==> src/rtl/accumulator_pkg.sv <==
// Shared definitions for the accumulator core: opcodes, FSM state encoding
// and instruction-word layout.
package accumulator_pkg;

  localparam int OPCODE_W = 4;

  localparam logic [3:0] OP_NOP = 4'h0;
  localparam logic [3:0] OP_LDA = 4'h1;
  localparam logic [3:0] OP_STA = 4'h2;
  localparam logic [3:0] OP_ADD = 4'h3;
  localparam logic [3:0] OP_SUB = 4'h4;
  localparam logic [3:0] OP_AND = 4'h5;
  localparam logic [3:0] OP_OR  = 4'h6;
  localparam logic [3:0] OP_XOR = 4'h7;
  localparam logic [3:0] OP_JMP = 4'h8;
  localparam logic [3:0] OP_JZ  = 4'h9;
  localparam logic [3:0] OP_JC  = 4'hA;
  localparam logic [3:0] OP_NOT = 4'hB;
  localparam logic [3:0] OP_SHL = 4'hC;
  localparam logic [3:0] OP_SHR = 4'hD;
  localparam logic [3:0] OP_LDI = 4'hE;
  localparam logic [3:0] OP_HLT = 4'hF;

  localparam logic [1:0] ST_FETCH = 2'd0;
  localparam logic [1:0] ST_EXEC  = 2'd1;
  localparam logic [1:0] ST_MEM   = 2'd2;
  localparam logic [1:0] ST_HALT  = 2'd3;

  // Opcodes 1..7 reach data memory; everything else completes in EXEC.
  function automatic logic is_mem_op(input logic [3:0] op);
    return (op >= OP_LDA) && (op <= OP_XOR);
  endfunction

endpackage

==> src/rtl/accumulator_core_if.sv <==
// Data-memory req/ack bus between the core (master) and the data RAM (slave).
interface accumulator_core_if #(
  parameter int ADDR_W = 8,
  parameter int DATA_W = 8
);
  logic              dmem_req;
  logic              dmem_we;
  logic [ADDR_W-1:0] dmem_addr;
  logic [DATA_W-1:0] dmem_wdata;
  logic [DATA_W-1:0] dmem_rdata;
  logic              dmem_ack;

  modport master (
    output dmem_req, dmem_we, dmem_addr, dmem_wdata,
    input  dmem_rdata, dmem_ack
  );

  modport slave (
    input  dmem_req, dmem_we, dmem_addr, dmem_wdata,
    output dmem_rdata, dmem_ack
  );
endinterface

==> src/rtl/acc_alu.sv <==
// Combinational ALU for the accumulator core. Anything that is not an
// arithmetic/logic opcode passes operand b through with the carry untouched.
module acc_alu
  import accumulator_pkg::*;
#(
  parameter int DATA_W = 8
) (
  input  logic [3:0]        op,
  input  logic [DATA_W-1:0] a,
  input  logic [DATA_W-1:0] b,
  output logic [DATA_W-1:0] result,
  output logic              carry_out,
  output logic              carry_mod
);

  // NOTE: every output gets a default before the case so no path infers a latch.
  always_comb begin
    result    = b;
    carry_out = 1'b0;
    carry_mod = 1'b0;
    case (op)
      OP_ADD: begin
        {carry_out, result} = {1'b0, a} + {1'b0, b};
        carry_mod           = 1'b1;
      end
      OP_SUB: begin
        result    = a - b;
        carry_out = (a < b);
        carry_mod = 1'b1;
      end
      OP_AND: begin
        result    = a & b;
        carry_mod = 1'b1;
      end
      OP_OR: begin
        result    = a | b;
        carry_mod = 1'b1;
      end
      OP_XOR: begin
        result    = a ^ b;
        carry_mod = 1'b1;
      end
      OP_NOT: begin
        result    = ~a;
        carry_mod = 1'b1;
      end
      OP_SHL: begin
        result    = {a[DATA_W-2:0], 1'b0};
        carry_out = a[DATA_W-1];
        carry_mod = 1'b1;
      end
      OP_SHR: begin
        result    = {1'b0, a[DATA_W-1:1]};
        carry_out = a[0];
        carry_mod = 1'b1;
      end
      default: ;
    endcase
  end

endmodule

==> src/rtl/accumulator_core.sv <==
// Multicycle single-operand processor: FETCH/EXEC/MEM/HALT FSM, PC, IR,
// accumulator, Z/C flags and a registered req/ack data-memory port.
module accumulator_core
  import accumulator_pkg::*;
#(
  parameter int                DATA_W   = 8,
  parameter int                ADDR_W   = 8,
  parameter logic [ADDR_W-1:0] RESET_PC = '0
) (
  input  logic                     clk,
  input  logic                     rst,
  input  logic                     run,
  output logic [ADDR_W-1:0]        imem_addr,
  input  logic [OPCODE_W+ADDR_W-1:0] imem_data,
  accumulator_core_if.master       dmem,
  output logic [DATA_W-1:0]        acc_out,
  output logic                     flag_z,
  output logic                     flag_c,
  output logic                     halted
);

  logic [1:0]                 r_state;
  logic [ADDR_W-1:0]          r_pc;
  logic [OPCODE_W+ADDR_W-1:0] r_ir;
  logic [DATA_W-1:0]          r_acc;
  logic                       r_z;
  logic                       r_c;
  logic                       r_req;
  logic                       r_we;
  logic [ADDR_W-1:0]          r_addr;
  logic [DATA_W-1:0]          r_wdata;

  logic [3:0]        w_op;
  logic [ADDR_W-1:0] w_field;
  logic [DATA_W-1:0] w_imm;
  logic [DATA_W-1:0] w_alu_b;
  logic [DATA_W-1:0] w_result;
  logic              w_carry;
  logic              w_carry_mod;

  assign w_op    = r_ir[OPCODE_W+ADDR_W-1:ADDR_W];
  assign w_field = r_ir[ADDR_W-1:0];
  assign w_imm   = DATA_W'(w_field);
  // In MEM the ALU consumes the returned data word; in EXEC the immediate.
  assign w_alu_b = (r_state == ST_MEM) ? dmem.dmem_rdata : w_imm;

  acc_alu #(.DATA_W(DATA_W)) u_alu (
    .op        (w_op),
    .a         (r_acc),
    .b         (w_alu_b),
    .result    (w_result),
    .carry_out (w_carry),
    .carry_mod (w_carry_mod)
  );

  // NOTE: sequential state uses non-blocking assignments so every register
  // samples the pre-edge values regardless of statement order.
  always_ff @(posedge clk or posedge rst) begin
    if (rst) begin
      r_state <= ST_FETCH;
      r_pc    <= RESET_PC;
      r_ir    <= '0;
      r_acc   <= '0;
      r_z     <= 1'b0;
      r_c     <= 1'b0;
      r_req   <= 1'b0;
      r_we    <= 1'b0;
      r_addr  <= '0;
      r_wdata <= '0;
    end else begin
      case (r_state)
        ST_FETCH: begin
          if (run) begin
            r_ir    <= imem_data;
            r_pc    <= r_pc + 1'b1;
            r_state <= ST_EXEC;
          end
        end

        ST_EXEC: begin
          r_state <= ST_FETCH;
          case (w_op)
            OP_NOT, OP_SHL, OP_SHR, OP_LDI: begin
              r_acc <= w_result;
              r_z   <= (w_result == '0);
              if (w_carry_mod) r_c <= w_carry;
            end
            OP_JMP: r_pc <= w_field;
            OP_JZ:  if (r_z) r_pc <= w_field;
            OP_JC:  if (r_c) r_pc <= w_field;
            OP_HLT: r_state <= ST_HALT;
            default: begin
              if (is_mem_op(w_op)) begin
                r_req   <= 1'b1;
                r_we    <= (w_op == OP_STA);
                r_addr  <= w_field;
                r_wdata <= r_acc;
                r_state <= ST_MEM;
              end
            end
          endcase
        end

        ST_MEM: begin
          if (dmem.dmem_ack) begin
            r_req   <= 1'b0;
            r_we    <= 1'b0;
            r_state <= ST_FETCH;
            if (w_op != OP_STA) begin
              r_acc <= w_result;
              r_z   <= (w_result == '0);
              if (w_carry_mod) r_c <= w_carry;
            end
          end
        end

        default: r_state <= ST_HALT;
      endcase
    end
  end

  assign imem_addr       = r_pc;
  assign dmem.dmem_req   = r_req;
  assign dmem.dmem_we    = r_we;
  assign dmem.dmem_addr  = r_addr;
  assign dmem.dmem_wdata = r_wdata;
  assign acc_out         = r_acc;
  assign flag_z          = r_z;
  assign flag_c          = r_c;
  assign halted          = (r_state == ST_HALT);

endmodule
==> src/flat_wrapper.sv <==
// flat-port wrapper written by rule: the top's interface ports become plain ports
module accumulator_core_flat import accumulator_pkg::*;
#(
  parameter int                DATA_W   = 8,
  parameter int                ADDR_W   = 8,
  parameter logic [ADDR_W-1:0] RESET_PC = '0
)
  (clk, rst, run, imem_addr, imem_data, acc_out, flag_z, flag_c, halted, dmem_dmem_req, dmem_dmem_we, dmem_dmem_addr, dmem_dmem_wdata, dmem_dmem_rdata, dmem_dmem_ack);
  accumulator_core_if #(.ADDR_W(ADDR_W), .DATA_W(DATA_W)) dmem_i ();
  input  logic clk;
  input  logic rst;
  input  logic run;
  output logic [ADDR_W-1:0] imem_addr;
  input  logic [OPCODE_W+ADDR_W-1:0] imem_data;
  output logic [DATA_W-1:0] acc_out;
  output logic flag_z;
  output logic flag_c;
  output logic halted;
  output wire logic [$bits(dmem_i.dmem_req)-1:0] dmem_dmem_req;
  output wire logic [$bits(dmem_i.dmem_we)-1:0] dmem_dmem_we;
  output wire logic [$bits(dmem_i.dmem_addr)-1:0] dmem_dmem_addr;
  output wire logic [$bits(dmem_i.dmem_wdata)-1:0] dmem_dmem_wdata;
  input wire logic [$bits(dmem_i.dmem_rdata)-1:0] dmem_dmem_rdata;
  input wire logic [$bits(dmem_i.dmem_ack)-1:0] dmem_dmem_ack;
  assign dmem_dmem_req = dmem_i.dmem_req;
  assign dmem_dmem_we = dmem_i.dmem_we;
  assign dmem_dmem_addr = dmem_i.dmem_addr;
  assign dmem_dmem_wdata = dmem_i.dmem_wdata;
  assign dmem_i.dmem_rdata = dmem_dmem_rdata;
  assign dmem_i.dmem_ack = dmem_dmem_ack;
  accumulator_core #(.DATA_W(DATA_W), .ADDR_W(ADDR_W), .RESET_PC(RESET_PC)) u_core (.clk(clk), .rst(rst), .run(run), .imem_addr(imem_addr), .imem_data(imem_data), .dmem(dmem_i), .acc_out(acc_out), .flag_z(flag_z), .flag_c(flag_c), .halted(halted));
endmodule
==> config.mk <==
export PLATFORM = sky130hd
export DESIGN_NAME = accumulator_core_flat
export DESIGN_NICKNAME = d
export VERILOG_FILES = /design/src/rtl/accumulator_pkg.sv /design/src/rtl/accumulator_core_if.sv /design/src/rtl/acc_alu.sv /design/src/rtl/accumulator_core.sv /design/src/flat_wrapper.sv
export SDC_FILE = /design/constraint.sdc
export NUM_CORES = 1
export LEC_CHECK = 0
export BUFFER_PORTS_ARGS = -buffer_cell sky130_fd_sc_hd__buf_2
export CAP_MARGIN = 10
export CORE_ASPECT_RATIO = 1.4
export CORE_MARGIN = 2
export CORE_UTILIZATION = 60
export DETAILED_ROUTE_END_ITERATION = 10
export GPL_ROUTABILITY_DRIVEN = 0
export PLACE_DENSITY = 0.84
export SETUP_SLACK_MARGIN = 0.1
export SYNTH_ARGS = -nofsm -noshare
export SYNTH_HDL_FRONTEND = slang
export SYNTH_HIERARCHICAL = 1
export SYNTH_SLANG_ARGS = --single-unit
==> constraint.sdc <==
create_clock -name clk -period 7.5 [get_ports clk]
set_input_delay 1.5 -clock clk [delete_from_list [all_inputs] [get_ports clk]]
set_output_delay 1.5 -clock clk [all_outputs]
set_load 0.01 [all_outputs]
After elaboration in Yosys (flattened, before gate mapping)

Cells that the tools add are included.
Widths: inputs -> output; s select.

Bits in registers: 50
Bits of input ports: 24
Output and inout bits: 37
Logic and storage cells: 97

Add/subtract/negate cells: 3
Magnitude comparators: 3
Eq/ne operators: 27
Muxes and demuxes: 34
Bitwise gates (word level): 5
Reductions and logical operators: 15

Operator list:

| kind                | number |
|---|---|
| $pmux 8 s8          | 1 |
| $mux 8              | 7 |
| $eq 4x4->1 const B  | 8 |
| $pmux 8 s2          | 2 |
| $pmux 8 s3          | 1 |
| $eq 4x3->1 const B  | 4 |
| $reduce_or 8->1     | 2 |
| $mux 1              | 13 |
| $add 8x8->9         | 1 |
| $add 8x1->8 const B | 1 |
| $and 8x8->8         | 1 |
| $eq 4x2->1 const B  | 2 |
| $logic_not 8->1     | 1 |
| $lt 8x8->1          | 1 |
| $ne 2x2->1 const B  | 4 |
| $not 8->8           | 1 |
| $or 8x8->8          | 1 |
| $pmux 1 s2          | 4 |
| $reduce_and 4->1    | 2 |
| $sub 8x8->8         | 1 |
| $xor 8x8->8         | 1 |
| $reduce_or 7->1     | 1 |
| $mux 2              | 3 |
| $ne 3x2->1 const B  | 2 |
| other kinds (18)    | 22 |

Longest topological paths before layout

Word-level depth: 8
Depth in mapped cells: 15
Depth with buffers taken out: 12

Cells and area by module

Netlist, hierarchy kept.

Modules (own cells, without submodules):

| module           | times used | cells each | area each (um2) | sequential area each (um2) |
|---|---|---|---|---|
| accumulator_core | 1          | 211        | 2,401.1         | 1,251.2 |
| acc_alu          | 1          | 224        | 1,567.8         | 0.0 |

Worst setup path after synthesis

Ideal clock, no wire load.

Path kind: input port to flip-flop
Start: in dmem_dmem_rdata[0]
End: reg u_core.r_z, in the netlist u_core/flag_z
Setup time: 79 ps
Data arrival time: 3,655 ps
Required time: 7,421 ps
Slack: 3,765 ps
Stages: 11
Buffers on the path: 0
Path through: mux2_2 > ha_1 > fa_1 > o21bai_1 > a21oi_1 > a221oi_1 > a21oi_1 > o32a_1 > nor4_1 > nand2_1 > mux2i_1

Word-level cells in the longest chain between the ends: 7
Elaborated cells on any way between the ends: 12
Classes of those cells: add/sub (2); mux (6); bitwise (3); reduce/logical (1)

RTL lines:

| what                                       | line                                            | RTL |
|---|---|---|
| from (decl)                                | flat_wrapper.sv:23                              | `input wire logic [$bits(dmem_i.dmem_rdata)-1:0] dmem_dmem_rdata;` |
| $mux 8 *                                   | accumulator_core.sv:45                          | `assign w_alu_b = (r_state == ST_MEM) ? dmem.dmem_rdata : w_imm;` |
| $sub 8x8->8 or $add 8x8->9 (tied branches) | acc_alu.sv:27, acc_alu.sv:23                    |  |
| $pmux 8 s8 *                               | acc_alu.sv:21                                   | `case (op)` |
| named net u_core.w_result[4]               | accumulator_core.sv:37                          | `logic [DATA_W-1:0] w_result;` |
| $logic_not 8->1 *                          | accumulator_core.sv:85, accumulator_core.sv:111 |  |
| $mux 1                                     | accumulator_core.sv:109                         | `if (w_op != OP_STA) begin` |
| $mux 1                                     | accumulator_core.sv:105                         | `if (dmem.dmem_ack) begin` |
| $pmux 1 s2 *                               | accumulator_core.sv:71                          | `case (r_state)` |
| to (signal assigned)                       | accumulator_core.sv:85                          | `r_z <= (w_result == '0);` |
| to (signal assigned)                       | accumulator_core.sv:111                         | `r_z <= (w_result == '0);` |
| to (decl)                                  | accumulator_core.sv:26                          | `logic r_z;` |

Mark *: on every way through the listed nets, which the timed path passes. The rest lies on a longest branch. The select of a mux whose other input is x is not followed.
A chain may end at the register's enable or synchronous reset.

Final worst setup path

Start: reg u_core.r_state[0]
End: reg u_core.r_z, in the netlist u_core/flag_z

Word-level cells in the longest chain between the ends: 8
Elaborated cells on any way between the ends: 19
Classes of those cells: add/sub (2); eq/ne (5); mux (6); bitwise (3); reduce/logical (3)

RTL lines:

| what                                       | line                                            | RTL |
|---|---|---|
| from (decl)                                | accumulator_core.sv:22                          | `logic [1:0] r_state;` |
| from (signal assigned)                     | accumulator_core.sv:60                          | `r_state <= ST_FETCH;` |
| from (signal assigned)                     | accumulator_core.sv:76                          | `r_state <= ST_EXEC;` |
| from (signal assigned)                     | accumulator_core.sv:81                          | `r_state <= ST_FETCH;` |
| $eq 2x2->1 *                               | accumulator_core.sv:45                          |  |
| $mux 8 *                                   | accumulator_core.sv:45                          |  |
| named net u_core.w_alu_b[0]                | accumulator_core.sv:36                          | `logic [DATA_W-1:0] w_alu_b;` |
| $sub 8x8->8 or $add 8x8->9 (tied branches) | acc_alu.sv:27, acc_alu.sv:23                    |  |
| $pmux 8 s8 *                               | acc_alu.sv:21                                   |  |
| named net u_core.w_result[4]               | accumulator_core.sv:37                          |  |
| $logic_not 8->1 *                          | accumulator_core.sv:85, accumulator_core.sv:111 |  |
| $mux 1                                     | accumulator_core.sv:109                         |  |
| $mux 1                                     | accumulator_core.sv:105                         |  |
| $pmux 1 s2 *                               | accumulator_core.sv:71                          |  |

Marked as above.

==> flow_summary.yaml <==
timing:
  relSlewSlack_pct: 27.4
  fin_crit_sh_pct: 51.8
  finalSetupTns_ns: 0
  max_freq_mhz: 257
  drv_slew: 0
  clock-skew-final_ns: 0.00423
  tightest_slew_ns: 1.09
  rsz0062_at_grt: "no"
  fin_ws_ns: 3.62
  finalSetupViolCount: 0
  period_needed_ns: 3.88
  finalHoldViolCount: 0
power_and_ir_drop:
  clockPowerShare_pct: 7.0
  vdd_drop_max_uv: 292
  power.leakage_nw: 2.04
  intPower_mw: 1.14
  p_switching_mw: 1.13
  switching_share_pct: 49.8
  finalPower_mw: 2.27
  pwr-share-seq_pct: 26.0
  comb_power_share_pct: 67.0
  power_density_mw_per_mm2: 526
place:
  placed_area_sq_mm: 0.00422
  placed_cells: 547
  post-place-ws_ns: 3.42
  io_buffers: 60
  dp_hpwl_mm: 7.53
floorplanning:
  io-pin-count: 61
  core_area_sq_mm: 0.00648
  initial_core_util_pct: 61.2
  die-area_sq_mm: 0.00729
  die_x_um: 72.7
  num_rows: 35
  die_h_um: 100
grt:
  grt_pass1_vias: 3420
  grt_first_pass_wirelength_mm: 16.3
  grt-ovfl-total: 0
  grt_use_total_pct: 28.3
  antenna_found_initial: 0
  grt_max_degree: 51
yosys:
  synth_fp_nets: 486
  synth-edff-count: 0
  ys_seq_area_share_pct: 31.5
  mappedNetlistArea_sq_mm: 0.00397
  syn_area_per_cell_sq_um: 9.12
  synth_top_area_share_pct: 31.5
  synth_cells: 435
  yosys-top-cells-area: "dfrtp_1, ha_1, mux2_2"
  ys_ff_latch: 50
  synth-main-ff-cell: "dfrtp_1"
  netlist-cell-type-count: 72
  async_flop_share_pct: 100
  yosysWarnings: 6
  yosysTopAreaCell: "dfrtp_1"
cts:
  cts_tree: "yes"
  cts_root_buf: "clkbuf_8"
  ctsResizeCount: 0
  clock_path_buffers: 2
  cts_made_buffers: 5
  ctsHoldBuffers: 0
  cts_setup_buffers: 0
  htree_levels: 2
  clk_pin_slew_ns: 0.09
  cts.sinks: 50
  clk-insertion-delay-late_ns: 0.30
layout:
  fill_cells: 521
  stdcell_area_sq_mm: 0.00431
  area_growth_pct: 8.67
  nNetsFinal: 531
  n_antenna_cell: 0
  final_common_cell: "nand2_1"
  layout_common_cells: "nand2_1, buf_2, dfrtp_1"
  multi_input_area_sq_mm: 0.00245
  ff_latch_area_sq_mm: 0.00125
  drive_above_1_share_pct: 25.6
  final_cell_count_no_fill: 555
worst_setup_path:
  worst-path-max-fanout: 10
  endpoint_kind: "flip-flop"
  r2r_cells: 12
  cp_data_arrival_time_ns: 4.11
  critPathKind: "reg2reg"
  cp-start-kind: "flip-flop"
  critPathRequiredTime_ns: 7.72
detailed_routing:
  first_pass_iters: 5
  drc_errors: 0
  drtAntennaViolNets: 0
  vias_per_cell: 6.48
  vias: 3594
  drt_iter0_markers: 286
  routed_wl_mm: 10.3
  routedWlPerCell_um: 18.5
hold_path:
  min_path_type: "reg2reg"
  holdPathStages: 1
flow_run:
  maxCapViolations: 0
run_status:
  status: "finished, final reports clean"
[cell families (layout without fill, tap and decap cells)]
kind of cell	count (synthesis)	count (layout)	synth area share, %
adders and majority gates	27	27	8.89
AOI/OAI and AO/OA	114	114	20.9
DFF	50	50	31.5
muxes	42	42	12.5
and+or+nand+nor	147	147	18.9
buffers and inverters	53	99	6.84
xor gates and xnor gates	2	2	0.441
[synth_stat cells (4+ instances only)]
library cell and n:
o21ai_0 18, mux2_4 8, mux2_2 25, a21oi_1 27
nor3b_1 4, nor2b_1 12, o2bb2a_1 4, inv_1 25
nand2b_1 7, buf_6 4, o22ai_1 4, a31oi_1 7
nor2_1 17, o221ai_1 4, ha_1 25, a221oi_1 4
nand2_1 64, a21o_1 6, clkbuf_1 6, dfrtp_1 50
nand3_1 10, mux2i_1 6, nor3_1 11, buf_2 10
[layer usage]
metal	vias up	global-route usage, %	wire, um
met5	-	0	0
met4	0	16.8	531
met3	46	3.71	651
met1	1714	33.6	3890
met2	191	48.1	5190
li1	1643	-	-
[flip-flops by register name, summed over array words and instances (netlist names)]
register and cells:
u_core/flag_c 1, u_core/acc_out 8, u_core/flag_z 1, u_core/dmem.dmem_wdata 8
u_core/r_ir 12, u_core/imem_addr 8, u_core/dmem.dmem_we 1, u_core/dmem.dmem_req 1
u_core/dmem.dmem_addr 8, u_core/r_state 2
[final cells by class]
cell class              instances  share of cell area [%]
inverters                      27                    2.35
clock buffers                   7                    2.00
multi-input cells             332                    56.7
clock inverters                 1                   0.116
well taps                      74                    2.15
flip-flops and latches         50                    29.0
repair buffers                 64                    7.66
[final timing paths]
check                                startpoint                       end  slack (ns)
setup / recovery              u_core/r_state[0]             u_core/flag_z        3.62
hold / removal             u_core/dmem.dmem_req      u_core/dmem.dmem_req        0.49
setup reg to reg              u_core/r_state[0]             u_core/flag_z        3.62
hold reg to reg            u_core/dmem.dmem_req      u_core/dmem.dmem_req        0.49
max in group asynchronous                   rst           u_core/r_ir[11]        5.41
min in group asynchronous                   rst  u_core/dmem.dmem_addr[5]        1.44
[power groups by stage]
stage / Combinational, mW / Sequential [mW] / Clock, mW
after floorplan: 1.16 / 0.568 / 0
after global placement: 1.44 / 0.580 / 0
after detailed placement: 1.48 / 0.588 / 0
after CTS: 1.49 / 0.584 / 0.162
after global routing: 1.65 / 0.609 / 0.174
final: 1.52 / 0.590 / 0.158
[through the flow]
step / util [%] / hold WS [ns]
final: 66.5 / 0.485
after global routing: 66.5 / 0.507
after CTS: 66.5 / 0.490
after detailed placement: 65.1 / 0.470
after global placement: 65.1 / 0.459
after floorplan: - / 0.475
[worst max-delay path: stages (launching register included)]
cell	delay [ns]
dfrtp_1	0.50
nor2b_1	0.72
mux2_2	0.46
ha_1	0.23
fa_1	0.40
o21bai_1	0.21
a21oi_1	0.12
a221oi_1	0.27
a21oi_1	0.07
o32a_1	0.32
nor4_1	0.28
nand2_1	0.09
mux2i_1	0.15
No activity file was read; power rests on OpenSTA's default activity.
